## src/rtl/pdm_integrator.sv

```systemverilog
// Integrate-and-decimate stage following the PDM comb: keeps a running sum of the
// signed comb stream, emits one registered sample per DECIMATION accepted inputs.
module pdm_integrator #(
    parameter int WINDOW_LEN = 250,
    parameter int DECIMATION = 250,
    parameter int DATA_WIDTH = 9
) (
    input  logic                  clk_i,
    input  logic                  rst_n_i,
    input  logic                  en_i,
    input  logic [1:0]            data_i,
    input  logic                  valid_i,
    output logic [DATA_WIDTH-1:0] data_o,
    output logic                  valid_o,
    output logic                  err_o
);

    localparam int CNT_W = (DECIMATION > 1) ? $clog2(DECIMATION) : 1;
    localparam logic [CNT_W-1:0] CNT_LAST = CNT_W'(DECIMATION - 1);
    localparam logic signed [DATA_WIDTH-1:0] ACC_MAX = DATA_WIDTH'(WINDOW_LEN);

    logic signed [DATA_WIDTH-1:0] r_acc;
    logic        [DATA_WIDTH-1:0] r_data;
    logic        [CNT_W-1:0]      r_cnt;
    logic                         r_valid;
    logic                         r_err;

    logic signed [DATA_WIDTH-1:0] w_data_ext;
    logic signed [DATA_WIDTH-1:0] w_acc_next;
    logic                         w_last;
    logic                         w_bad;

    assign w_data_ext = {{(DATA_WIDTH-2){data_i[1]}}, data_i};
    assign w_acc_next = r_acc + w_data_ext;
    assign w_last     = (r_cnt == CNT_LAST);

    // A well-formed comb never sends -2 and keeps the sum inside 0..WINDOW_LEN.
    assign w_bad = (data_i == 2'b10) || w_acc_next[DATA_WIDTH-1] || (w_acc_next > ACC_MAX);

    always_ff @(posedge clk_i or negedge rst_n_i) begin
        if (!rst_n_i) begin
            r_acc   <= '0;
            r_cnt   <= '0;
            r_data  <= '0;
            r_valid <= 1'b0;
            r_err   <= 1'b0;
        end else if (!en_i) begin
            r_acc   <= '0;
            r_cnt   <= '0;
            r_valid <= 1'b0;
            r_err   <= 1'b0;
        end else if (valid_i) begin
            r_acc <= w_acc_next;
            if (w_last) begin
                r_cnt   <= '0;
                r_data  <= w_acc_next;
                r_valid <= 1'b1;
            end else begin
                r_cnt   <= r_cnt + CNT_W'(1);
                r_valid <= 1'b0;
            end
            if (w_bad) begin
                r_err <= 1'b1;
            end
        end else begin
            r_valid <= 1'b0;
        end
    end

    // The strobe is masked combinationally so it disappears as soon as enable drops.
    assign valid_o = r_valid & en_i;
    assign data_o  = r_data;
    assign err_o   = r_err;

endmodule
```

## config.mk

```make
export PLATFORM = sky130hd
export DESIGN_NAME = pdm_integrator
export DESIGN_NICKNAME = d
export VERILOG_FILES = /design/src/rtl/pdm_integrator.sv
export SDC_FILE = /design/constraint.sdc
export NUM_CORES = 1
export LEC_CHECK = 0
export CORE_MARGIN = 3
export CORE_UTILIZATION = 26
export DETAILED_ROUTE_END_ITERATION = 12
export PLACE_DENSITY = 0.46
export SETUP_SLACK_MARGIN = 0.2
export SYNTH_ARGS = -nofsm -noshare
export SYNTH_HDL_FRONTEND = slang
export SYNTH_SLANG_ARGS = --single-unit
export TNS_END_PERCENT = 20
```

## constraint.sdc

```tcl
create_clock -name clk_i -period 3 [get_ports clk_i]
set_input_delay 0.75 -clock clk_i [delete_from_list [all_inputs] [get_ports clk_i]]
set_output_delay 0.75 -clock clk_i [all_outputs]
set_load 0.005 [all_outputs]
```

==> results.json, run 1 <==
{
  "status": "complete, no violations",
  "slew_violations": 0,
  "clk-insertion-delay-late_ns": 0.27,
  "dp_hpwl_um": 2970,
  "start_util": 0.277,
  "async_flop_share": 1.00,
  "gp_congestion": 0.800,
  "drc": 0,
  "synth_edf_count": 0,
  "p_leak_nw": 1.00,
  "worst_slew_pin_slew_ns": 0.686,
  "path_class": "input port to flip-flop",
  "core_region_area_mm2": 0.00610,
  "drtPass1Iterations": 4,
  "track_usage": 0.110,
  "synthMuxAreaShare": 0.0481,
  "postRouteAntennaNets": 0,
  "tns_ns": 0,
  "ys_seq_elements": 28,
  "setup_viol": 0,
  "yosysTopAreaCell": "dfrtp_1",
  "io_buffer_count": 16,
  "die_w_um": 86.6,
  "synthTopCellsByArea": "dfrtp_1 (41%), ha_1 (7.4%), nand2_1 (7.3%), mux2i_1 (4.1%), o21ai_0 (4.1%)",
  "cts-buffers-inserted": 3,
  "required_ns": 3.22,
  "syn_area_mm2": 0.00169,
  "synth_top_family_by_area": "simple AND/OR/NAND/NOR gates",
  "hold_viol_final": 0,
  "grt_pass1_wl_um": 6620,
  "ctsHtreeMaxLevel": 1,
  "pwr-share-seq": 0.400,
  "rsz0062_at_grt": "false",
  "row_count": 28,
  "setup_ws_ns": 0.263,
  "synth-adder-area-share": 0.0859,
  "num_vias": 1364,
  "preCtsSetupSlack_ns": -0.244,
  "clockPowerShare": 0.285,
  "final_area_mm2": 0.00214,
  "grt_pass1_vias": 1309,
  "cp.arrival_ns": 2.96,
  "cap_violations": 0,
  "cts-hold-fix-buffers": 0,
  "n_antenna_cell": 0,
  "relSlewSlack": 0.542,
  "netlist_instances": 177,
  "synth_xor_area_frac": 0.0259,
  "cts_root_buf": "clkbuf_8",
  "critical_path.endpoint_type": "flip-flop",
  "synth_compound_area_frac": 0.169,
  "p_int_mw": 0.738,
  "synth_flop_cell": "dfrtp_1",
  "area_delta_synth_final_pct": 26.6,
  "clock_sinks": 28,
  "drive_above_1_share": 0.163,
  "io_pins": 17,
  "nets": 227,
  "drt_iter0_drc": 47,
  "crit_path_start_kind": "input port",
  "die_area_mm2": 0.00750,
  "crit_fanout": 3,
  "whs_ns": 0.486,
  "hp-class": "flip-flop to flip-flop",
  "synth_nets": 194,
  "wl_um": 3950,
  "grt_antenna_before_repair": 0,
  "fin_crit_ns": 2.74,
  "syn_area_per_cell_um2": 9.54,
  "via_per_inst": 4.80,
  "p_switching_mw": 0.314,
  "timing.fmax_mhz": 365,
  "combPwrFrac": 0.315,
  "peakVddDrop_v": 0.000191,
  "swShare": 0.299,
  "ys_seq_area_frac": 0.415,
  "ys_types": 45,
  "wl_per_cell_um": 13.9,
  "period_share": 0.912,
  "clk_path_buf_depth": 2,
  "cellPowerDensity_mw_per_mm2": 492,
  "cts.reportedPaths.clkPinSlew_ns": 0.10,
  "synth_top_area_frac": 0.415,
  "yosysWarningCount": 0,
  "yosys.area_share.simple": 0.226,
  "grt_overflow_total": 0,
  "die_h_um": 86.6,
  "cts_tree": "built",
  "place_area_mm2": 0.00202,
  "grt_max_degree": 29,
  "skew_ns": 0.00491
}
==> power groups by stage <==
| stage | clock (mW) | combinational (mW) | sequential, mW |
|---|---|---|---|
| floorplan | 0 | 0.205 | 0.419 |
| global placement | 0 | 0.309 | 0.427 |
| detailed placement | 0 | 0.309 | 0.426 |
| CTS | 0.308 | 0.317 | 0.421 |
| global route | 0.327 | 0.373 | 0.424 |
| finish | 0.300 | 0.332 | 0.421 |
==> layout make-up <==
class,count,area (um2)
clock buffers,3,41.3
clock inverters,1,30.0
fillers,639,3960
inverters,5,18.8
multi-input cells,139,967
flip-flops and latches,28,701
well taps,75,93.8
repair buffers,33,287
==> state kept, by name, summed over array words and instances (netlist names) <==
| signal | count |
|---|---|
| r_cnt | 8 |
| data_o | 9 |
| err_o | 1 |
| r_valid | 1 |
| r_acc | 9 |
==> synth_stat cells, types with 4 or more instances <==
| cell | number |
|---|---|
| inv_1 | 5 |
| nand2_1 | 33 |
| o21ai_0 | 14 |
| dfrtp_1 | 28 |
| nor2b_1 | 9 |
| nor2_1 | 4 |
| ha_1 | 10 |
| nand3_1 | 7 |
| mux2i_1 | 7 |
| xnor2_1 | 4 |
| a21oi_1 | 5 |
==> worst paths after layout <==
path | startpoint | to | slack [ns] | cells after the start
max | data_i[0] | data_o[8] | 0.26 | 9
min | data_o[4] | data_o[4] | 0.49 | 2
max reg2reg | r_acc[0] | data_o[8] | 0.80 | 8
min reg2reg | data_o[4] | data_o[4] | 0.49 | 2
max in group asynchronous | rst_n_i | data_o[2] | 1.88 | 2
min in group asynchronous | rst_n_i | data_o[4] | 0.86 | 2
==> worst max-delay path: stages <==
cell	delay [ns]
clkdlybuf4s50_1	0.45
ha_2	0.21
fa_1	0.39
a21o_1	0.21
a221oi_4	0.31
mux2i_2	0.33
buf_4	0.16
nand3_1	0.07
nand2_1	0.07
==> timing repair <==
| item | in CTS | in global routing |
|---|---|---|
| pin swaps | 0 | 2 |
| endpoints found under the setup margin | 2 | 4 |
| gates resized for setup | 4 | 3 |
| setup buffers | 0 | 2 |
==> metal layers <==
metal | global-route usage | up-vias | routed length (um)
met5 | 0 | - | 0
met4 | 0.0212 | 0 | 31
met3 | 0.0114 | 2 | 92
met2 | 0.160 | 17 | 1590
met1 | 0.174 | 653 | 2240
li1 | - | 692 | -
==> layout by cell type, fill, tap and decap left out, types with 2 or more instances in the layout <==
master,count
o22ai_1,2
ha_1,8
a21oi_1,5
a31oi_1,2
clkdlybuf4s50_1,15
inv_1,5
o31ai_1,2
nor3b_1,2
a2111oi_0,2
dfrtp_1,28
nand2_1,33
nand2b_1,3
nor2_1,4
a21o_1,2
nor3_1,3
buf_4,17
nand3_1,7
mux2i_1,6
a21boi_0,2
xnor2_1,4
clkbuf_8,3
nand4_1,2
and3_1,3
o21ai_1,2
nor2b_1,9
o21ai_0,13
and2_1,2
==> per-stage QoR <==
stage | power (mW) | util | instances
after floorplan | 0.624 | - | 177
after global placement | 0.736 | 0.332 | 278
after detailed placement | 0.735 | 0.332 | 278
after CTS | 1.05 | 0.346 | 282
after global routing | 1.12 | 0.351 | 284
final | 1.05 | 0.351 | 284
==> logic make-up after synthesis <==
kind of cell,count (synthesis)
DFF,28
adders and majority gates,11
buffers and inverters,10
muxes,8
xor gates and xnor gates,5
AOI/OAI and AO/OA,41
and+or+nand+nor,74
No activity file was read; power rests on OpenSTA's default activity.
==> inputs of run 2 (changes only) <==
CORE_MARGIN = 10   (was 3)
==> run 2 against run 1 <==
Against the previous run:
- sequential power barely moved
- cell count fell by 1.1%
- worst setup slack improved by 0.082 ns
- via count fell by 1.5%
- clock skew fell by 0.0016 ns
- core utilization fell by 2.1 points
- die area rose by 35%
- clock power fell by 32%
- worst hold slack got worse by 0.00072 ns
- routed wire length rose by 1.5%
- register-to-register slack improved by 0.03 ns
- combinational power fell by 2%
==> results.json, run 2 (same netlist as run 1, synthesis figures left out) <==
{
  "status": "complete, no violations",
  "hp-class": "flip-flop to flip-flop",
  "start_util": 0.268,
  "drtPass1Iterations": 4,
  "cp.arrival_ns": 1.90,
  "cts_tree": "built",
  "die_h_um": 101,
  "wl_um": 4010,
  "worst_slew_pin_slew_ns": 0.701,
  "n_antenna_cell": 0,
  "via_per_inst": 4.78,
  "nets": 223,
  "grt_pass1_vias": 1311,
  "grt_overflow_total": 0,
  "clockPowerShare": 0.216,
  "swShare": 0.319,
  "slew_violations": 0,
  "clock_sinks": 28,
  "p_leak_nw": 0.986,
  "drc": 0,
  "io_pins": 17,
  "grt_pass1_wl_um": 6710,
  "fin_crit_ns": 2.65,
  "clk-insertion-delay-late_ns": 0.27,
  "ctsHtreeMaxLevel": 1,
  "critical_path.endpoint_type": "output port",
  "final_util": 0.329,
  "crit_path_start_kind": "input port",
  "layout_commonest_cell": "nand2_1",
  "cts-buffers-inserted": 3,
  "core_region_area_mm2": 0.00631,
  "drt_iter0_drc": 32,
  "num_vias": 1344,
  "cellPowerDensity_mw_per_mm2": 456,
  "gp_congestion": 0.806,
  "p_switching_mw": 0.303,
  "row_count": 29,
  "area_delta_synth_final_pct": 23.1,
  "die_w_um": 101,
  "setup_viol": 0,
  "timing.fmax_mhz": 377,
  "period_share": 0.885,
  "skew_ns": 0.00332,
  "path_class": "input port to output port",
  "grt_antenna_before_repair": 0,
  "whs_ns": 0.486,
  "clk_path_buf_depth": 2,
  "wl_per_cell_um": 14.3,
  "cts-hold-fix-buffers": 0,
  "cap_violations": 0,
  "p_int_mw": 0.646,
  "postRouteAntennaNets": 0,
  "pwr-share-seq": 0.442,
  "io_buffer_count": 16,
  "drive_above_1_share": 0.142,
  "hold_viol_final": 0,
  "combPwrFrac": 0.342,
  "dp_hpwl_um": 3030,
  "peakVddDrop_v": 0.000143,
  "track_usage": 0.0798,
  "cts.reportedPaths.clkPinSlew_ns": 0.10,
  "grt_max_degree": 29,
  "die_area_mm2": 0.0101,
  "final_cell_mix": "nand2_1 (33), dfrtp_1 (28), o21ai_0 (14), clkdlybuf4s50_1 (14), buf_4 (13)",
  "relSlewSlack": 0.532,
  "crit_fanout": 2,
  "cts_root_buf": "clkbuf_8",
  "rsz0062_at_grt": "false",
  "required_ns": 2.25
}
-- run 2: final timing paths --
check                                from        end  slack [ns]  depth (start not counted)
worst min-delay path            data_o[4]  data_o[4]        0.49                          2
min in group asynchronous         rst_n_i   r_cnt[4]        0.85                          2
worst max-delay path                 en_i    valid_o        0.35                          3
worst max register to register   r_acc[0]      err_o        0.83                          8
worst min register to register  data_o[4]  data_o[4]        0.49                          2
max in group asynchronous         rst_n_i   r_cnt[0]        1.88                          2
-- run 2: layer usage --
layer,global-route usage,wire length [um]
met1,0.118,2160
met2,0.113,1680
met3,0.0110,122
met4,0.0293,54
met5,0,0
-- run 2: what timing repair did --
action	CTS	global route
pin swaps	0	6
gates resized for setup	2	6
endpoints found under the setup margin	2	6
buffers inserted	0	1
-- run 2: cell type report --
class,count,area [um2]
clock buffers,3,41.3
repair buffers,29,263
fillers,701,4230
inverters,5,18.8
flip-flops and latches,28,701
multi-input cells,139,960
well taps,77,96.3
-- run 2: power by group through the flow --
| stage | registers, mW | logic (mW) | clock network, mW |
|---|---|---|---|
| 4_1_cts | 0.419 | 0.324 | 0.217 |
| 3_3_place_gp | 0.427 | 0.312 | 0 |
| 3_5_place_dp | 0.426 | 0.313 | 0 |
| 5_1_grt | 0.423 | 0.364 | 0.226 |
| 2_1_floorplan | 0.419 | 0.205 | 0 |
| 6_report | 0.419 | 0.325 | 0.205 |
-- run 2: worst max-delay path: stages --
cell and delay (ns):
clkdlybuf4s50_1 0.51, and2_1 0.15, clkdlybuf4s50_1 0.50
-- run 2: through the flow --
stage	setup TNS, ns	cell area [um2]	worst slack, ns	instances	power (mW)
after global placement	-0.439	2000	-0.128	277	0.738
after global routing	0	2080	0.322	281	1.01
after CTS	0	2060	0.216	280	0.960
after detailed placement	-0.387	2000	-0.140	277	0.739
after floorplan	0	1690	0.534	177	0.624
final	0	2080	0.345	281	0.948
